**config.mk**
```make
export PLATFORM = sky130hd
export DESIGN_NAME = sdram_burst_scheduler_flat
export DESIGN_NICKNAME = d
export VERILOG_FILES = /design/src/rtl/sdram_burst_scheduler_pkg.sv /design/src/rtl/sdram_burst_scheduler_if.sv /design/src/rtl/sdram_burst_scheduler_rr_arb4.sv /design/src/rtl/sdram_burst_scheduler.sv /design/src/flat_wrapper.sv
export SDC_FILE = /design/constraint.sdc
export NUM_CORES = 1
export LEC_CHECK = 0
export ABC_AREA = 0
export CAP_MARGIN = 20
export CORE_MARGIN = 2
export CORE_UTILIZATION = 34
export CTS_CLUSTER_DIAMETER = 40
export DETAILED_ROUTE_END_ITERATION = 6
export MAX_ROUTING_LAYER = met4
export REMOVE_ABC_BUFFERS = 1
export SETUP_SLACK_MARGIN = 0.1
export SLEW_MARGIN = 0
export SYNTH_ARGS = -nofsm -noshare
export SYNTH_HDL_FRONTEND = slang
export SYNTH_HIERARCHICAL = 1
export SYNTH_SLANG_ARGS = --single-unit
```
**constraint.sdc**
```tcl
create_clock -name clk -period 10.9 [get_ports clk]
set_clock_uncertainty 0.2 [all_clocks]
set_input_delay 1.635 -clock clk [delete_from_list [all_inputs] [get_ports clk]]
set_output_delay 1.635 -clock clk [all_outputs]
set_load 0.05 [all_outputs]
```
**src/rtl/sdram_burst_scheduler_pkg.sv**
```systemverilog
// Shared types and helpers for the SDRAM burst scheduler: FSM states,
// port indices and the write/read port classification.
package sdram_sched_pkg;

    typedef enum logic [1:0] {
        IDLE   = 2'd0,
        ISSUE  = 2'd1,
        WAIT   = 2'd2,
        UPDATE = 2'd3
    } state_t;

    localparam logic [1:0] P_WR1 = 2'd0;
    localparam logic [1:0] P_WR2 = 2'd1;
    localparam logic [1:0] P_RD1 = 2'd2;
    localparam logic [1:0] P_RD2 = 2'd3;

    // Ports 0/1 drain camera FIFOs into SDRAM; ports 2/3 fill TFT read FIFOs.
    function automatic logic is_write(input logic [1:0] idx);
        return (idx < P_RD1);
    endfunction

endpackage

```
**src/rtl/sdram_burst_scheduler_if.sv**
```systemverilog
// Burst command channel between the scheduler (master) and the SDRAM
// command core (slave), including the core's burst-complete pulse.
interface sdram_burst_scheduler_if #(
    parameter int ADDR_W = 23,
    parameter int LEN_W  = 9
) ();
    logic              cmd_valid;
    logic              cmd_ready;
    logic              cmd_write;
    logic [1:0]        cmd_port;
    logic [ADDR_W-1:0] cmd_addr;
    logic [LEN_W-1:0]  cmd_len;
    logic              cmd_done;

    modport master (
        output cmd_valid, cmd_write, cmd_port, cmd_addr, cmd_len,
        input  cmd_ready, cmd_done
    );

    modport slave (
        input  cmd_valid, cmd_write, cmd_port, cmd_addr, cmd_len,
        output cmd_ready, cmd_done
    );
endinterface

```
**src/rtl/sdram_burst_scheduler_rr_arb4.sv**
```systemverilog
// Four-way round-robin arbiter: the search starts at i_ptr and wraps,
// returning a one-hot grant and its index. Purely combinational.
module rr_arb4 (
    input  logic [3:0] i_req,
    input  logic [1:0] i_ptr,
    output logic [3:0] o_gnt,
    output logic [1:0] o_idx,
    output logic       o_any
);
    logic [1:0] w_cand;

    always_comb begin
        o_gnt  = 4'b0000;
        o_idx  = i_ptr;
        o_any  = 1'b0;
        w_cand = i_ptr;
        for (int k = 0; k < 4; k++) begin
            w_cand = i_ptr + 2'(k);
            if (!o_any && i_req[w_cand]) begin
                o_any = 1'b1;
                o_idx = w_cand;
                o_gnt = 4'b0001 << w_cand;
            end
        end
    end
endmodule

```
**src/rtl/sdram_burst_scheduler.sv**
```systemverilog
// Picks one FIFO port per SDRAM burst by round-robin over fill-level
// eligibility, issues {dir,port,addr,len} and maintains each port's wrapping address.
module sdram_burst_scheduler
    import sdram_sched_pkg::*;
#(
    parameter int ADDR_W     = 23,
    parameter int LEN_W      = 9,
    parameter int USE_W      = 10,
    parameter int FIFO_DEPTH = 512
) (
    input  logic                  clk,
    input  logic                  reset,
    input  logic [3:0]            port_en,
    input  logic [3:0]            port_load,
    input  logic [4*ADDR_W-1:0]   port_base,
    input  logic [4*ADDR_W-1:0]   port_max,
    input  logic [4*LEN_W-1:0]    port_len,
    input  logic [4*USE_W-1:0]    port_use,
    sdram_burst_scheduler_if.master cmd,
    output logic [3:0]            port_done,
    output logic                  busy
);
    localparam int AW1 = ADDR_W + 1;

    state_t            r_state;
    logic [1:0]        r_ptr;
    logic              r_valid;
    logic              r_write;
    logic [1:0]        r_port;
    logic [3:0]        r_gnt;
    logic [ADDR_W-1:0] r_cmd_addr;
    logic [LEN_W-1:0]  r_cmd_len;
    logic [3:0]        r_done;
    logic              r_busy;

    logic [3:0]        w_elig;
    logic [ADDR_W-1:0] w_start [4];
    logic [LEN_W-1:0]  w_blen  [4];
    logic [3:0]        w_gnt;
    logic [1:0]        w_gidx;
    logic              w_any;

    function automatic logic [LEN_W-1:0] clip_len(input logic [LEN_W-1:0] len,
                                                   input logic [AW1-1:0]   room);
        if (room < AW1'(len)) return room[LEN_W-1:0];
        return len;
    endfunction

    for (genvar i = 0; i < 4; i++) begin : g_port
        logic [ADDR_W-1:0] w_base;
        logic [ADDR_W-1:0] w_max;
        logic [LEN_W-1:0]  w_len;
        logic [USE_W-1:0]  w_use;
        logic [AW1-1:0]    w_nxt;
        logic              w_fifo_ok;
        logic [ADDR_W-1:0] r_addr;
        logic              r_pend;

        assign w_base = port_base[i*ADDR_W +: ADDR_W];
        assign w_max  = port_max[i*ADDR_W +: ADDR_W];
        assign w_len  = port_len[i*LEN_W +: LEN_W];
        assign w_use  = port_use[i*USE_W +: USE_W];

        // An address left outside [base,max) by a window change restarts at base.
        assign w_start[i] = (r_addr >= w_base && r_addr < w_max) ? r_addr : w_base;
        assign w_blen[i]  = clip_len(w_len, AW1'(w_max) - AW1'(w_start[i]));

        assign w_fifo_ok = is_write(2'(i)) ? (32'(w_use) >= 32'(w_len))
                                           : (32'(w_use) + 32'(w_len) <= 32'(FIFO_DEPTH));
        // A load arriving this cycle blocks the grant so the burst never uses a stale address.
        assign w_elig[i] = port_en[i] && (w_len != '0) && !r_pend && !port_load[i]
                           && (w_max > w_base) && w_fifo_ok;

        assign w_nxt = AW1'(r_cmd_addr) + AW1'(r_cmd_len);

        always_ff @(posedge clk) begin
            if (reset) begin
                r_addr <= w_base;
                r_pend <= 1'b0;
            end else if (r_state == UPDATE && r_port == 2'(i)) begin
                if (r_pend || port_load[i])   r_addr <= w_base;
                else if (w_nxt >= AW1'(w_max)) r_addr <= w_base;
                else                           r_addr <= w_nxt[ADDR_W-1:0];
                r_pend <= 1'b0;
            end else if (port_load[i]) begin
                if (r_busy && r_port == 2'(i)) r_pend <= 1'b1;
                else                           r_addr <= w_base;
            end
        end
    end

    rr_arb4 u_arb (
        .i_req (w_elig),
        .i_ptr (r_ptr),
        .o_gnt (w_gnt),
        .o_idx (w_gidx),
        .o_any (w_any)
    );

    always_ff @(posedge clk) begin
        if (reset) begin
            r_state    <= IDLE;
            r_ptr      <= 2'd0;
            r_valid    <= 1'b0;
            r_write    <= 1'b0;
            r_port     <= 2'd0;
            r_gnt      <= 4'b0000;
            r_cmd_addr <= '0;
            r_cmd_len  <= '0;
            r_done     <= 4'b0000;
            r_busy     <= 1'b0;
        end else begin
            r_done <= 4'b0000;
            case (r_state)
                IDLE: begin
                    if (w_any) begin
                        r_gnt      <= w_gnt;
                        r_port     <= w_gidx;
                        r_write    <= is_write(w_gidx);
                        r_cmd_addr <= w_start[w_gidx];
                        r_cmd_len  <= w_blen[w_gidx];
                        r_valid    <= 1'b1;
                        r_busy     <= 1'b1;
                        r_state    <= ISSUE;
                    end
                end
                ISSUE: begin
                    if (cmd.cmd_ready) begin
                        r_valid <= 1'b0;
                        r_state <= WAIT;
                    end
                end
                WAIT: begin
                    if (cmd.cmd_done) begin
                        r_done  <= r_gnt;
                        r_state <= UPDATE;
                    end
                end
                UPDATE: begin
                    r_busy  <= 1'b0;
                    r_ptr   <= r_port + 2'd1;
                    r_state <= IDLE;
                end
                default: r_state <= IDLE;
            endcase
        end
    end

    assign cmd.cmd_valid = r_valid;
    assign cmd.cmd_write = r_write;
    assign cmd.cmd_port  = r_port;
    assign cmd.cmd_addr  = r_cmd_addr;
    assign cmd.cmd_len   = r_cmd_len;
    assign port_done     = r_done;
    assign busy          = r_busy;
endmodule

```
**src/flat_wrapper.sv**
```systemverilog
// flat-port wrapper written by rule: the top's interface ports become plain ports
module sdram_burst_scheduler_flat import sdram_sched_pkg::*;
#(
    parameter int ADDR_W     = 23,
    parameter int LEN_W      = 9,
    parameter int USE_W      = 10,
    parameter int FIFO_DEPTH = 512
)
  (clk, reset, port_en, port_load, port_base, port_max, port_len, port_use, port_done, busy, cmd_cmd_valid, cmd_cmd_write, cmd_cmd_port, cmd_cmd_addr, cmd_cmd_len, cmd_cmd_ready, cmd_cmd_done);
  sdram_burst_scheduler_if #(.ADDR_W(ADDR_W), .LEN_W(LEN_W)) cmd_i ();
  input  logic clk;
  input  logic reset;
  input  logic [3:0] port_en;
  input  logic [3:0] port_load;
  input  logic [4*ADDR_W-1:0] port_base;
  input  logic [4*ADDR_W-1:0] port_max;
  input  logic [4*LEN_W-1:0] port_len;
  input  logic [4*USE_W-1:0] port_use;
  output logic [3:0] port_done;
  output logic busy;
  output wire logic [$bits(cmd_i.cmd_valid)-1:0] cmd_cmd_valid;
  output wire logic [$bits(cmd_i.cmd_write)-1:0] cmd_cmd_write;
  output wire logic [$bits(cmd_i.cmd_port)-1:0] cmd_cmd_port;
  output wire logic [$bits(cmd_i.cmd_addr)-1:0] cmd_cmd_addr;
  output wire logic [$bits(cmd_i.cmd_len)-1:0] cmd_cmd_len;
  input wire logic [$bits(cmd_i.cmd_ready)-1:0] cmd_cmd_ready;
  input wire logic [$bits(cmd_i.cmd_done)-1:0] cmd_cmd_done;
  assign cmd_cmd_valid = cmd_i.cmd_valid;
  assign cmd_cmd_write = cmd_i.cmd_write;
  assign cmd_cmd_port = cmd_i.cmd_port;
  assign cmd_cmd_addr = cmd_i.cmd_addr;
  assign cmd_cmd_len = cmd_i.cmd_len;
  assign cmd_i.cmd_ready = cmd_cmd_ready;
  assign cmd_i.cmd_done = cmd_cmd_done;
  sdram_burst_scheduler #(.ADDR_W(ADDR_W), .LEN_W(LEN_W), .USE_W(USE_W), .FIFO_DEPTH(FIFO_DEPTH)) u_core (.clk(clk), .reset(reset), .port_en(port_en), .port_load(port_load), .port_base(port_base), .port_max(port_max), .port_len(port_len), .port_use(port_use), .cmd(cmd_i), .port_done(port_done), .busy(busy));
endmodule
```
==> results.ini, run 1 <==
[die]
num_rows=100
core_sq_um=74300
initial_core_util=0.343
die-width_microns=278
dieHeight_microns=278
die_area_sq_um=77200
io_pins=313

[timing]
max_freq_ghz=0.0991
drv_slew=0
period_needed_ns=10.09
rsz0062_at_grt=no
hold_viol=0
worst_pin_slew_ns=1.23
finalSetupViolations=0
finalSetupTns_ns=0
fin_crit_sh=0.926
relSlewSlack=0.173

[yosys]
ys_seq_area_frac=0.150
synthCells=3101
yosysWarnings=6
synthArstFlopShare=0
ys_types=110
yosys_most_used_dff=edfxtp_1
synth-edff-count=92
netlist_area_sq_um=25500
synth_seq_cells=145
avgSynthCellArea_sq_um=8.22

[hold_path]
hp-class=reg -> reg
min_from=u_core/r_gnt[0]
whs_endpoint=u_core/r_gnt[0]
hold_path_depth=2

[critical_path]
worst_r2r_endpoint=u_core/cmd.cmd_len[3]
startpoint_type=input port
end_kind=flop
criticalPathCategory=in -> reg
reg2reg_depth=30
r2r_slack_ns=2.21
path_max_fanout=10
slowest_delay_ns=0.66
cp.arrival_ns=10.28
slowest_stage=clkdlybuf4s50_1
crit_required_ns=11.09
r2r_start=u_core/g_port[3].r_addr[22]

[route]
via_count=25300
drt-vias-per-instance=5.78
wl_mm=104
drt_pass1_iterations=6
drtIter0Drc=2174
wire_per_inst_microns=23.7
drc=0
ant_nets=0

[placement]
gp_routability_congestion=0.993
post-place-cells=4343
place_hpwl_mm=88.7
io_buffers=312

[clock_tree]
cts_buffers=17
clk_latency_ns=0.51
clk_path_buf_depth=2
cts_setup_buffers=0
htreeDepth=4
path_clk_slew_ns=0.07
cts.sink_count=145
cts-root-buf=clkbuf_16
cts_tree=yes

[global_route]
antenna_found_initial=6
grt_use_total=0.271
grt_pass1_wl_mm=153
grt_max_degree=54
grt_pass1_vias=24000
gr-total-overflow=0

[power_and_ir_drop]
ir_drop_uv=95.8
p_per_area_nw_per_um2=126
p_leak_nw=13.8

[cells_and_area]
drive_above_1_share=0.0843
fin_cells=4378
finalNetCount=4201
nFillCells=7688
synthToLayoutAreaGrowth_pct=19.5

[run_status]
status=finished clean

[run]
maxCapViolations=0

[layout by cell type, fill, tap and decap left out, drive strengths merged, types with 14 or more instances in the layout]
cell type      count
nand2            155
buf               48
clkbuf            18
mux2i             41
a21boi            14
or3               17
mux2             106
a21o             136
and3              22
nor2b             55
a21oi            312
nor2             235
clkdlybuf4s50    311
xnor2             54
inv              291
nor4              22
xor2              24
o211ai            25
o21ai            163
o221ai            17
edfxtp            92
dfxtp             53
nand3             66
nor3b             15
nand4             68
o22ai             14
a211oi            56
ha               529
nand2b            57
a31oi             23
o21a              22
mux4              25
o31ai             14
nor3              55
or2               17
o21bai            14
and2              31
[worst max-delay path, delay by kind of cell]
| kind | cells | cell delay (ns) |
|---|---|---|
| AO/OA/AOI/OAI | 13 | 3.46 |
| XOR/XNOR | 1 | 0.10 |
| adder cells (fa/ha/maj) | 4 | 1.20 |
| buffers and inverters | 3 | 1.10 |
| multiplexers | 1 | 0.37 |
| AND/OR/NAND/NOR | 11 | 2.40 |
[cell usage after synthesis, types with 21 or more instances]
master	count	area, sq um
nand2b_1	57	357
inv_1	280	1050
nand3_1	65	325
clkbuf_1	65	244
mux4_2	25	563
mux2_2	106	1190
o21a_1	22	165
a31oi_1	21	131
mux2i_1	41	410
ha_1	529	6620
xor2_1	24	210
and2_1	30	188
a211oi_1	53	398
nor2_1	234	878
xnor2_1	54	473
nand2_1	155	582
edfxtp_1	92	2760
dfxtp_1	53	1060
o21ai_0	156	781
a21oi_1	311	1560
and3_1	22	138
nor3_1	53	265
nor2b_1	54	338
o211ai_1	24	180
nand4_1	68	425
a21o_1	135	1010
[per-stage QoR]
stage / power [mW] / hold WS (ns) / setup WS [ns] / utilization / cell area [sq um]
3_3_place_gp: 3.17 / 0.246 / 0.166 / 0.402 / 29900
5_1_grt: 4.09 / 0.274 / 0.236 / 0.410 / 30500
6_report: 3.83 / 0.254 / 0.810 / 0.410 / 30500
2_1_floorplan: 2.27 / 0.226 / 1.20 / - / 25100
4_1_cts: 3.81 / 0.256 / 0.709 / 0.410 / 30500
3_5_place_dp: 3.17 / 0.246 / 0.202 / 0.402 / 29900
[registers in the layout, indices dropped and copies added, names as in the netlist]
register / flops
u_core/g_port.r_addr: 92
u_core/cmd.cmd_port: 2
u_core/r_ptr: 2
u_core/cmd.cmd_len: 9
u_core/r_gnt: 4
u_core/cmd.cmd_valid: 1
u_core/cmd.cmd_addr: 23
u_core/busy: 1
u_core/port_done: 4
u_core/cmd.cmd_write: 1
u_core/r_state: 2
u_core/g_port.r_pend: 4
[repair_timing]
item                                    CTS  global route
hold buffers                              0             0
gates resized for setup                   0             1
endpoints found under the setup margin    0             1
[layer usage]
layer | track usage | vias up | routed length, microns
met5 | - | - | 0
met4 | 0.103 | 0 | 3860
met3 | 0.0537 | 130 | 8160
met2 | 0.425 | 926 | 46400
met1 | 0.343 | 12000 | 45300
li1 | - | 12200 | -
[cells by family after synthesis]
group / after synthesis / share of synthesized area
xor gates and xnor gates: 78 / 0.0268
muxes: 172 / 0.0850
and+or+nand+nor: 854 / 0.172
buffers and inverters: 369 / 0.0558
AOI/OAI and AO/OA: 937 / 0.241
adders and majority gates: 546 / 0.269
DFF: 145 / 0.150
[area by class of cell]
type                            count  area (sq um)  share of cell area
Timing Repair Buffer              359          3470               0.114
Inverter                          283          1060              0.0349
Sequential cell                   145          3820               0.126
Multi-Input combinational cell   2587         20300               0.667
Antenna cell                        3          7.51            0.000246
Clock inverter                     14           115             0.00378
Clock buffer                       18           450              0.0148
Tap cell                          969          1210              0.0398
[worst max-delay path by stage]
stage,startpoint,to,slack [ns],cells after the start
2_1_floorplan,port_max[89],u_core/cmd.cmd_len[0],1.20,30
3_3_place_gp,port_max[34],u_core/cmd.cmd_len[1],0.17,33
3_5_place_dp,port_max[34],u_core/cmd.cmd_len[1],0.20,33
4_1_cts,port_max[34],u_core/cmd.cmd_len[1],0.71,33
5_1_grt,port_max[34],u_core/cmd.cmd_len[1],0.24,33
6_report,port_max[34],u_core/cmd.cmd_len[1],0.81,33
[where the power goes]
| part | switching (mW) | internal (mW) |
|---|---|---|
| Sequential | 0.0891 | 0.654 |
| Combinational | 1.51 | 0.966 |
| Clock | 0.307 | 0.311 |
| Total | 1.90 | 1.93 |
Power figures use the tool's default switching activity.
==> run 2, diff against run 1 <==
clock period = 9.3 ns   (was 10.9 ns; I/O delays follow)
==> run 2 against run 1 <==
Against the previous run:
- critical path depth is 2 lower
- global-route usage rose by 0.35 points
- wire length up 2.1%
==> results.ini, run 2 (same netlist as run 1, synthesis figures left out) <==
[critical_path]
startpoint_type=input port  ; unchanged
path_max_fanout=7  ; was 10
cp.arrival_ns=9.09  ; was 10.28 ns
criticalPathCategory=in -> reg  ; unchanged
end_kind=flop  ; unchanged
crit_required_ns=9.47  ; was 11.09 ns
r2r_start=u_core/g_port[0].r_addr[22]  ; was u_core/g_port[3].r_addr[22]
slowest_stage=a2111oi_2  ; was clkdlybuf4s50_1
worst_r2r_endpoint=u_core/cmd.cmd_len[7]  ; was u_core/cmd.cmd_len[3]
slowest_delay_ns=0.54  ; was 0.66 ns
reg2reg_depth=29  ; was 30
r2r_slack_ns=1.44  ; was 2.21 ns
path_common_cell=ha_1

[clock_tree]
path_clk_slew_ns=0.07  ; about the same
cts_buffers=17  ; unchanged
ctsHoldBuffers=0  ; unchanged
clk_latency_ns=0.51  ; about the same
cts_tree=yes  ; unchanged
htreeDepth=4  ; unchanged
clk_path_buf_depth=2  ; unchanged
cts.sink_count=145  ; unchanged
cts-root-buf=clkbuf_16  ; unchanged

[route]
drt_pass1_iterations=6  ; unchanged
wire_per_inst_microns=23.6  ; was 23.7 microns
via_count=26000  ; was 25300
drc=0  ; unchanged
ant_nets=0  ; unchanged
drtIter0Drc=2587  ; was 2174
wl_mm=106  ; was 104 mm
drt-vias-per-instance=5.79  ; was 5.78

[cells_and_area]
largest_reg_flops=92  ; unchanged
final_common_cell=ha_1  ; unchanged
finalNetCount=4311  ; was 4201
nFillCells=7530  ; was 7688
post-route-util=0.422  ; was 0.410
regMostFlops=u_core/g_port.r_addr  ; unchanged
mostFrequentLayoutCells=ha_1, clkdlybuf4s50_1, a21oi_1  ; unchanged
synthToLayoutAreaGrowth_pct=23.0  ; was 19.5%
drive_above_1_share=0.114  ; was 0.0843

[timing]
relSlewSlack=0.158  ; was 0.173
max_freq_ghz=0.112
rsz0062_at_grt=yes  ; was no
finalSetupViolations=0  ; unchanged
worst_pin_slew_ns=1.25  ; was 1.23 ns
fin_crit_sh=0.959
drv_slew=0  ; unchanged
hold_viol=0  ; unchanged
whs_ns=0.256  ; was 0.254 ns
period_needed_ns=8.92

[hold_path]
hp-class=reg -> reg  ; unchanged
hold_path_depth=2  ; unchanged
min_from=u_core/r_gnt[3]  ; was u_core/r_gnt[0]
whs_endpoint=u_core/r_gnt[3]  ; was u_core/r_gnt[0]

[placement]
place_hpwl_mm=90.4  ; was 88.7 mm
io_buffers=312  ; unchanged
gp_routability_congestion=1.02  ; was 0.993

[die]
num_rows=100  ; unchanged
initial_core_util=0.343  ; unchanged
dieHeight_microns=278  ; unchanged
io_pins=313  ; unchanged
core_sq_um=74300  ; unchanged
die-width_microns=278  ; unchanged
die_area_sq_um=77200  ; unchanged

[run]
maxCapViolations=0  ; unchanged

[power_and_ir_drop]
ir_drop_uv=157  ; was 95.8 uV
p_leak_nw=14.4  ; was 13.8 nW
p_per_area_nw_per_um2=147  ; was 126 nW/um^2

[global_route]
grt_pass1_vias=24500  ; was 24000
gr-total-overflow=0  ; unchanged
grt_max_degree=54  ; unchanged
grt_use_total=0.274  ; was 0.271
antenna_found_initial=5  ; was 6
grt_pass1_wl_mm=154  ; was 153 mm

[run_status]
status=finished clean  ; unchanged

[run 2: through the flow]
step | total power, mW | setup slack [ns] | TNS [ns] | instances | cell area, sq um
6_report | 4.60 | 0.379 | 0 | 4488 | 31300
5_1_grt | 4.89 | 0.0191 | 0 | 4487 | 31300
4_1_cts | 4.55 | 0.221 | 0 | 4485 | 31300
3_5_place_dp | 3.79 | -0.456 | -0.744 | 4453 | 30700
3_3_place_gp | 3.77 | -0.583 | -0.814 | 4452 | 30700
2_1_floorplan | 2.66 | -0.156 | -0.926 | 3015 | 25100
[run 2: area by class of cell]
type,instances,area (sq um),area share
clock buffer,17,425,0.0136
inverter,283,1060,0.0339
antenna,3,7.51,0.000240
tap,969,1210,0.0387
timing repair buffer,469,4310,0.138
clock inverter,15,146,0.00467
sequential,145,3820,0.122
multi-input combinational,2587,20400,0.649
[run 2: worst max path at each step]
| stage | from | depth (start not counted) | slack (ns) | to |
|---|---|---|---|---|
| final | port_base[22] | 31 | 0.38 | u_core/cmd.cmd_len[7] |
| after global routing | port_base[36] | 39 | 0.02 | u_core/cmd.cmd_len[1] |
| after CTS | port_base[44] | 38 | 0.22 | u_core/cmd.cmd_len[1] |
| after detailed placement | port_base[44] | 38 | -0.46 | u_core/cmd.cmd_len[1] |
| after global placement | port_base[44] | 38 | -0.58 | u_core/cmd.cmd_len[1] |
| after floorplan | port_max[89] | 30 | -0.16 | u_core/cmd.cmd_len[0] |
[run 2: where the power goes]
group | switching, mW | leakage, nW | internal (mW)
clock | 0.361 | 0.284 | 0.376
combinational | 1.80 | 12.7 | 1.19
sequential | 0.108 | 1.37 | 0.766
[run 2: layer usage]
metal	up-vias	part of all wire	track usage	routed length [microns]
met1	12300	0.44	0.354	46400
met2	1084	0.44	0.421	46600
met3	145	0.082	0.0529	8660
met5	-	0	-	0
met4	0	0.040	0.110	4270
li1	12500	-	-	-
[run 2: timing repair]
item	in CTS	in global routing
buffers inserted	0	0
endpoints found under the hold margin	0	0
pin swaps	0	3
endpoints found under the setup margin	1	7
gates resized for setup	1	7
[run 2: critical path: cells and delay by family]
kind | cells | cell delay (ns)
mux | 2 | 0.81
compound gates | 11 | 2.47
simple gates | 10 | 2.35
xor+xnor | 1 | 0.30
fa+ha+maj | 4 | 1.05
buf+inv | 3 | 0.69
